==> src/rtl/demux_stream_1xn.sv <==
// demux_stream_1xn: registered 1-to-N stream demultiplexer.
// Each accepted input word is steered into a one-entry output register of the
// chosen channel. The channel is either addressed explicitly (in_sel) or taken
// from an internal round-robin pointer (rotate mode). Every channel drains
// independently through its own valid/ready handshake.
module demux_stream_1xn #(
  parameter int DATA_W = 8,
  parameter int SEL_W  = 3
) (
  input  logic                          clk,
  input  logic                          rst,
  input  logic                          mode,
  input  logic                          in_valid,
  output logic                          in_ready,
  input  logic [DATA_W-1:0]             in_data,
  input  logic [SEL_W-1:0]              in_sel,
  output logic [(1<<SEL_W)-1:0]         out_valid,
  input  logic [(1<<SEL_W)-1:0]         out_ready,
  output logic [(1<<SEL_W)*DATA_W-1:0]  out_data,
  output logic [SEL_W-1:0]              rr_ptr,
  output logic [15:0]                   xfer_cnt
);

  localparam int N_OUT = 1 << SEL_W;

  // Per-channel output registers.
  logic [N_OUT-1:0]  valid_q;
  logic [N_OUT-1:0]  valid_d;
  logic [DATA_W-1:0] data_q [N_OUT];
  logic [DATA_W-1:0] data_d [N_OUT];

  // Shared input-side state.
  logic [SEL_W-1:0]  rr_ptr_q;
  logic [SEL_W-1:0]  rr_ptr_d;
  logic [15:0]       xfer_cnt_q;
  logic [15:0]       xfer_cnt_d;

  // Input-side decode.
  logic [SEL_W-1:0]  target;
  logic              accept;

  // Pick the target channel and decide whether the producer may hand over a
  // word; a full target that is draining this cycle still has room, which is
  // what gives one word per cycle into a single channel.
  always_comb begin
    target   = mode ? rr_ptr_q : in_sel;
    in_ready = !valid_q[target] || out_ready[target];
    accept   = in_valid && in_ready;
  end

  // Round-robin pointer and transfer counter next state. The pointer only
  // moves on accepted words in rotate mode, so a stalled target is never
  // skipped. Both wrap naturally at their register widths.
  always_comb begin
    rr_ptr_d   = rr_ptr_q;
    xfer_cnt_d = xfer_cnt_q;
    if (accept) begin
      xfer_cnt_d = xfer_cnt_q + 16'd1;
      if (mode) begin
        rr_ptr_d = rr_ptr_q + SEL_W'(1);
      end
    end
  end

  // Input-side state register, cleared asynchronously.
  always_ff @(posedge clk or posedge rst) begin
    if (rst) begin
      rr_ptr_q   <= '0;
      xfer_cnt_q <= '0;
    end else begin
      rr_ptr_q   <= rr_ptr_d;
      xfer_cnt_q <= xfer_cnt_d;
    end
  end

  // One output slot per channel.
  generate
    for (genvar gi = 0; gi < N_OUT; gi++) begin : g_chan
      logic load;
      logic drain;

      // Load wins over drain: a same-cycle drain and load keeps the slot full
      // with the new word. A drain alone empties the slot but leaves the last
      // word on the data lines.
      always_comb begin
        load        = accept && (target == SEL_W'(gi));
        drain       = valid_q[gi] && out_ready[gi];
        valid_d[gi] = valid_q[gi];
        data_d[gi]  = data_q[gi];
        if (load) begin
          valid_d[gi] = 1'b1;
          data_d[gi]  = in_data;
        end else if (drain) begin
          valid_d[gi] = 1'b0;
        end
      end

      // Channel slot register; reset discards any buffered word.
      always_ff @(posedge clk or posedge rst) begin
        if (rst) begin
          valid_q[gi] <= 1'b0;
          data_q[gi]  <= '0;
        end else begin
          valid_q[gi] <= valid_d[gi];
          data_q[gi]  <= data_d[gi];
        end
      end

      assign out_valid[gi]                    = valid_q[gi];
      assign out_data[gi*DATA_W +: DATA_W]    = data_q[gi];
    end
  endgenerate

  assign rr_ptr   = rr_ptr_q;
  assign xfer_cnt = xfer_cnt_q;

endmodule

==> config.mk <==
export PLATFORM = sky130hd
export DESIGN_NAME = demux_stream_1xn
export DESIGN_NICKNAME = d
export VERILOG_FILES = /design/src/rtl/demux_stream_1xn.sv
export SDC_FILE = /design/constraint.sdc
export NUM_CORES = 1
export LEC_CHECK = 0
export CORE_UTILIZATION = 30
export CTS_CLUSTER_DIAMETER = 30
export CTS_CLUSTER_SIZE = 30
export DETAILED_ROUTE_END_ITERATION = 7
export GPL_TIMING_DRIVEN = 1
export PLACE_DENSITY = 0.54
export SLEW_MARGIN = 15
export SYNTH_ARGS = -nofsm -noshare
export SYNTH_HDL_FRONTEND = slang
export SYNTH_SLANG_ARGS = --single-unit
==> constraint.sdc <==
create_clock -name clk -period 6.35 [get_ports clk]
set_input_delay 0.9525 -clock clk [delete_from_list [all_inputs] [get_ports clk]]
set_output_delay 0.9525 -clock clk [all_outputs]
set_load 0.01 [all_outputs]
==> results of run 1 <==
worst reg2reg max path: stages (launching register included):
cell	delay, ns
dfrtp_1	0.53
mux2i_1	0.37
mux4_2	0.61
a221oi_4	0.90
nand3_1	0.73
mux2_2	0.49
final timing paths:
kind | start | to | slack, ns
worst min register to register | xfer_cnt[15]$_DFFE_PP0P_ | xfer_cnt[15]$_DFFE_PP0P_ | 0.48
max in group asynchronous | rst | rr_ptr[0]$_DFFE_PP0P_ | 4.20
min in group asynchronous | rst | xfer_cnt[15]$_DFFE_PP0P_ | 1.03
worst max register to register | rr_ptr[0]$_DFFE_PP0P_ | out_data[31]$_DFFE_PP0P_ | 2.62
worst max-delay path | mode | out_data[31]$_DFFE_PP0P_ | 1.57
worst min-delay path | xfer_cnt[15]$_DFFE_PP0P_ | xfer_cnt[15]$_DFFE_PP0P_ | 0.48
stage by stage:
stage	util [%]	instance area (sq um)	hold WS [ns]	cells
finish	44.5	5440	0.478	568
global route	44.5	5440	0.499	568
CTS	44.5	5440	0.482	568
detailed placement	42.2	5150	0.470	552
global placement	42.2	5150	0.464	552
floorplan	-	3830	0.508	277
layout make-up:
class / count / area [sq um]
clock inverter: 5 / 37.5
clock buffer: 11 / 253
fill: 1191 / 6770
tap: 168 / 210
multi-input combinational: 164 / 1460
timing repair buffer: 115 / 1150
sequential: 91 / 2280
inverter: 14 / 53.8
where the power goes:
group	switching (mW)	internal (mW)
clock network	0.225	0.287
registers	0.176	0.825
logic	0.393	0.632
total	0.794	1.74
cells by family after synthesis:
group | Yosys count | synth area share, %
flops | 91 | 59.4
compound gates | 23 | 4.96
mux | 71 | 21.4
simple gates | 51 | 7.22
buf+inv | 22 | 2.48
fa+ha+maj | 2 | 0.653
xor+xnor | 17 | 3.89
synth_stat cells (2+ instances only):
| library cell | instances |
|---|---|
| mux2i_1 | 2 |
| and3_1 | 6 |
| xnor2_1 | 16 |
| o21ai_0 | 7 |
| mux2_1 | 26 |
| ha_1 | 2 |
| a2111oi_2 | 2 |
| nand2_1 | 8 |
| a21o_1 | 3 |
| and2_1 | 2 |
| buf_2 | 7 |
| nand4_1 | 7 |
| nand3b_1 | 3 |
| nand3_1 | 11 |
| a22oi_1 | 2 |
| nor2_1 | 7 |
| a31o_2 | 2 |
| a21boi_0 | 2 |
| mux2_2 | 41 |
| mux4_2 | 2 |
| dfrtp_1 | 91 |
| inv_1 | 14 |
state kept, by name (all words and copies together) (netlist names):
register and flops:
rr_ptr 3, xfer_cnt 16, out_data 64, out_valid 8
routing by layer:
| layer | global-route usage (%) | up-vias | wire length [microns] |
|---|---|---|---|
| met3 | 3.80 | 14 | 459 |
| met4 | 6.49 | 0 | 162 |
| met2 | 26.7 | 62 | 4960 |
| met5 | 0 | - | 0 |
| met1 | 20.5 | 1322 | 4350 |
| li1 | - | 1222 | - |
==> results_dict.tcl, run 1 <==
set metrics [dict create \
    worstMarginPinSlew_ns 1.04 \
    drt_first_pass_iters 4 \
    routabilityCongestion 0.750 \
    criticalPathCategory "in2reg" \
    cts_max_level 3 \
    ios 115 \
    skew_ns 0.00641 \
    clock-sinks 91 \
    finalSetupTns_ns 0 \
    async_flop_share_pct 100 \
    maxSlewHeadroom_pct 30.7 \
    critPathCaptureType "flip-flop" \
    seq_area_frac_synth_pct 59.4 \
    syn_area_sq_um 3830 \
    hold_violations 0 \
    grt_overflow 0 \
    preCtsSetupSlack_ns 1.18 \
    clk_path_buf_depth 2 \
    clk_pin_slew_ns 0.06 \
    antenna_found_initial 0 \
    fin_crit_ns 4.78 \
    ctsResizeCount 0 \
    synthTopCellsByArea "dfrtp_1 59%, mux2_2 12%, mux2_1 7.6%, xnor2_1 3.7%, nand3_1 1.4%" \
    synth-main-ff-cell "dfrtp_1" \
    setup_viol 0 \
    hold_depth 1 \
    initial_core_util_pct 31.4 \
    cts_tree "done" \
    required_ns 6.57 \
    synth-edff-count 0 \
    core_sq_um 12200 \
    ys_warn_count 0 \
    io_buffers 114 \
    crit_slowest_cell "clkdlybuf4s50_1" \
    fin_nets 420 \
    layout.cells.most_common "clkdlybuf4s50_1" \
    post_cts_buffers 0 \
    synth_cell_types 36 \
    p_per_area_nw_per_um2 467 \
    initialDrtViolationCount 101 \
    vias_per_cell 4.61 \
    vias 2620 \
    crit_family "multiplexers" \
    period_share_pct 75.4 \
    path_depth 6 \
    r2r_cells 5 \
    layout_common_cells "114 x clkdlybuf4s50_1, 91 x dfrtp_1, 41 x mux2_2" \
    critPathMaxFanout 26 \
    worstPathArrival_ns 5.00 \
    power_mw 2.54 \
    grt_start_max_net_pins 52 \
    start_kind "input pin" \
    num_rows 40 \
    die_h_microns 115 \
    critPathMaxStageDelay_ns 0.90 \
    crit_chain "clkdlybuf4s50_1 > mux2i_1 > mux4_2 > a221oi_4 > nand3_1 > mux2_2" \
    holdBufCountCts 0 \
    max_freq_ghz 0.209 \
    drc 0 \
    root_buffer "clkbuf_16" \
    hp-class "reg2reg" \
    grt_usage_pct 16.2 \
    drv_slew 0 \
    grt_pass1_vias 2736 \
    cap_violations 0 \
    rsz0062_at_grt "no" \
    ant_nets 0 \
    routed_wl_mm 9.93 \
    wire_per_inst_microns 17.5 \
    ir_worst_vdd_v 0.000239 \
    die-area_sq_um 13200 \
    place_hpwl_mm 7.07 \
    avgSynthCellArea_sq_um 13.8 \
    synth_nets 302 \
    grt_pass1_wl_mm 15.7 \
    syn_inst 277 \
    cts_buffers 9 \
    status "completed" \
    drive_gt1_share_pct 16.8 \
    ys_seq_elements 91 \
    fin_ws_ns 1.57 \
    synth.top_cell.area_share_pct 59.4 \
    clock_latency_ns 0.34 \
    diodes 0 \
    power.leakage_nw 2.29 \
    synth_top_area_cell "dfrtp_1" \
    areaGrowthSynthToFinish_pct 42.0 \
    die_w_microns 115 \
    path_buf_inv 1 \
]
No activity file was read; power rests on OpenSTA's default activity.
==> run 2: changes to the inputs <==
- PLACE_DENSITY: 0.54 -> 0.56
- clock period: 6.35 -> 4.2 ns (I/O delays scaled with it)
==> run 2 against run 1 <==
Compared with the run above: clock power rose by 56%; core utilization rose by 0.49 points; highest routed layer unchanged; sequential share of layout area fell by 0.46 points; first-iteration DRC count fell by 21%.
==> results_dict.tcl, run 2 (same netlist as run 1, synthesis figures left out) <==
set metrics [dict create \
    status "completed" \
    num_rows 40 \
    vias_per_cell 4.64 \
    cts_tree "done" \
    areaGrowthSynthToFinish_pct 43.5 \
    crit_chain "clkdlybuf4s50_1 > buf_4 > nand2b_1 > a21boi_0 > mux4_2 > a22oi_1 > clkdlybuf4s50_1" \
    grt_pass1_vias 2700 \
    grt_pass1_wl_mm 15.6 \
    rsz0062_at_grt "no" \
    finalSetupTns_ns 0 \
    routed_wl_mm 10.0 \
    crit_top_cell "clkdlybuf4s50_1" \
    criticalPathCategory "in2out" \
    r2r_cells 5 \
    clk_path_buf_depth 2 \
    post_cts_buffers 0 \
    clock-sinks 91 \
    vias 2667 \
    period_share_pct 91.4 \
    die-area_sq_um 13200 \
    cap_violations 0 \
    ant_nets 0 \
    antenna_found_initial 0 \
    io_buffers 114 \
    power.leakage_nw 2.33 \
    hold_violations 0 \
    cts_buffers 9 \
    wire_per_inst_microns 17.4 \
    ir_worst_vdd_v 0.000292 \
    layout.cells.most_common "clkdlybuf4s50_1" \
    p_per_area_nw_per_um2 707 \
    grt_start_max_net_pins 35 \
    grt_usage_pct 16.1 \
    routabilityCongestion 0.828 \
    fin_nets 428 \
    layout_common_cells "114 x clkdlybuf4s50_1, 91 x dfrtp_1, 41 x mux2_2" \
    grt_overflow 0 \
    clk_pin_slew_ns 0.06 \
    r2r_setup_slack_ns 1.25 \
    die_w_microns 115 \
    start_kind "input pin" \
    ios 115 \
    place_hpwl_mm 7.15 \
    path_depth 7 \
    drc 0 \
    path_buf_inv 3 \
    maxSlewHeadroom_pct 62.2 \
    r2r_start "rr_ptr[0]$_DFFE_PP0P_" \
    holdBufCountCts 0 \
    largest_reg_flops 64 \
    worstHoldStart "xfer_cnt[15]$_DFFE_PP0P_" \
    critPathMaxStageDelay_ns 0.63 \
    max_freq_ghz 0.260 \
    hp-class "reg2reg" \
    initialDrtViolationCount 80 \
    root_buffer "clkbuf_16" \
    critPathMaxFanout 15 \
    hold_ws_ns 0.488 \
    setup_viol 0 \
    clock_latency_ns 0.34 \
    drt_first_pass_iters 4 \
    worstPathArrival_ns 3.21 \
    fin_crit_ns 3.84 \
    die_h_microns 115 \
    rr_endpoint "out_data[33]$_DFFE_PP0P_" \
    ctsResizeCount 0 \
    drive_gt1_share_pct 18.2 \
    required_ns 3.57 \
    hold_path_end "xfer_cnt[15]$_DFFE_PP0P_" \
    crit_family "buffers and inverters" \
    core_sq_um 12200 \
    diodes 0 \
    crit_slowest_cell "clkdlybuf4s50_1" \
    initial_core_util_pct 31.4 \
    critPathCaptureType "primary output" \
    hold_depth 1 \
    cts_max_level 3 \
    skew_ns 0.00727 \
    drv_slew 0 \
    worstMarginPinSlew_ns 0.566 \
]
run 2: cell count changes in the layout (fill, tap and decap cells not counted), sizes merged:
cell	before	now
buf	1	9
bufinv	0	1
clkbuf	11	9
clkinv	4	3
clkinvlp	2	1
inv	13	15
run 2: routing by layer:
metal,part of all wire [%],track usage [%],vias to the layer above,routed length (microns)
met5,0,0,-,0
met4,1.4,6.23,0,136
met3,6.0,3.80,12,602
met2,47,24.2,81,4690
met1,46,22.6,1341,4580
li1,-,-,1233,-
run 2: area by class of cell:
| class | instances | area [sq um] |
|---|---|---|
| sequential | 91 | 2280 |
| clock inverter | 6 | 65.1 |
| timing repair buffer | 123 | 1210 |
| fill | 1185 | 6710 |
| inverter | 14 | 53.8 |
| tap | 168 | 210 |
| multi-input combinational | 164 | 1460 |
| clock buffer | 9 | 225 |
run 2: worst max path at each step:
| stage | startpoint | end | slack (ns) |
|---|---|---|---|
| 3_3_place_gp | mode | in_ready | 0.42 |
| 4_1_cts | mode | in_ready | 0.36 |
| 6_report | mode | in_ready | 0.36 |
| 5_1_grt | mode | in_ready | 0.22 |
| 2_1_floorplan | rst | out_data[0]$_DFFE_PP0P_ | 1.21 |
| 3_5_place_dp | mode | out_data[33]$_DFFE_PP0P_ | 0.34 |
run 2: power by group:
part,internal (mW),switching [mW]
Clock,0.460,0.341
Sequential,1.25,0.252
Combinational,0.965,0.622
run 2: through the flow:
step                setup WS (ns)  instance area (sq um)  std cells  power [mW]  util (%)
floorplan                    1.21                   3830        277        2.14         -
global placement            0.423                   5210        560        3.10      42.7
detailed placement          0.337                   5210        560        3.12      42.7
CTS                         0.363                   5500        575        3.95      45.0
global route                0.219                   5500        575        4.12      45.0
finish                      0.361                   5500        575        3.89      45.0
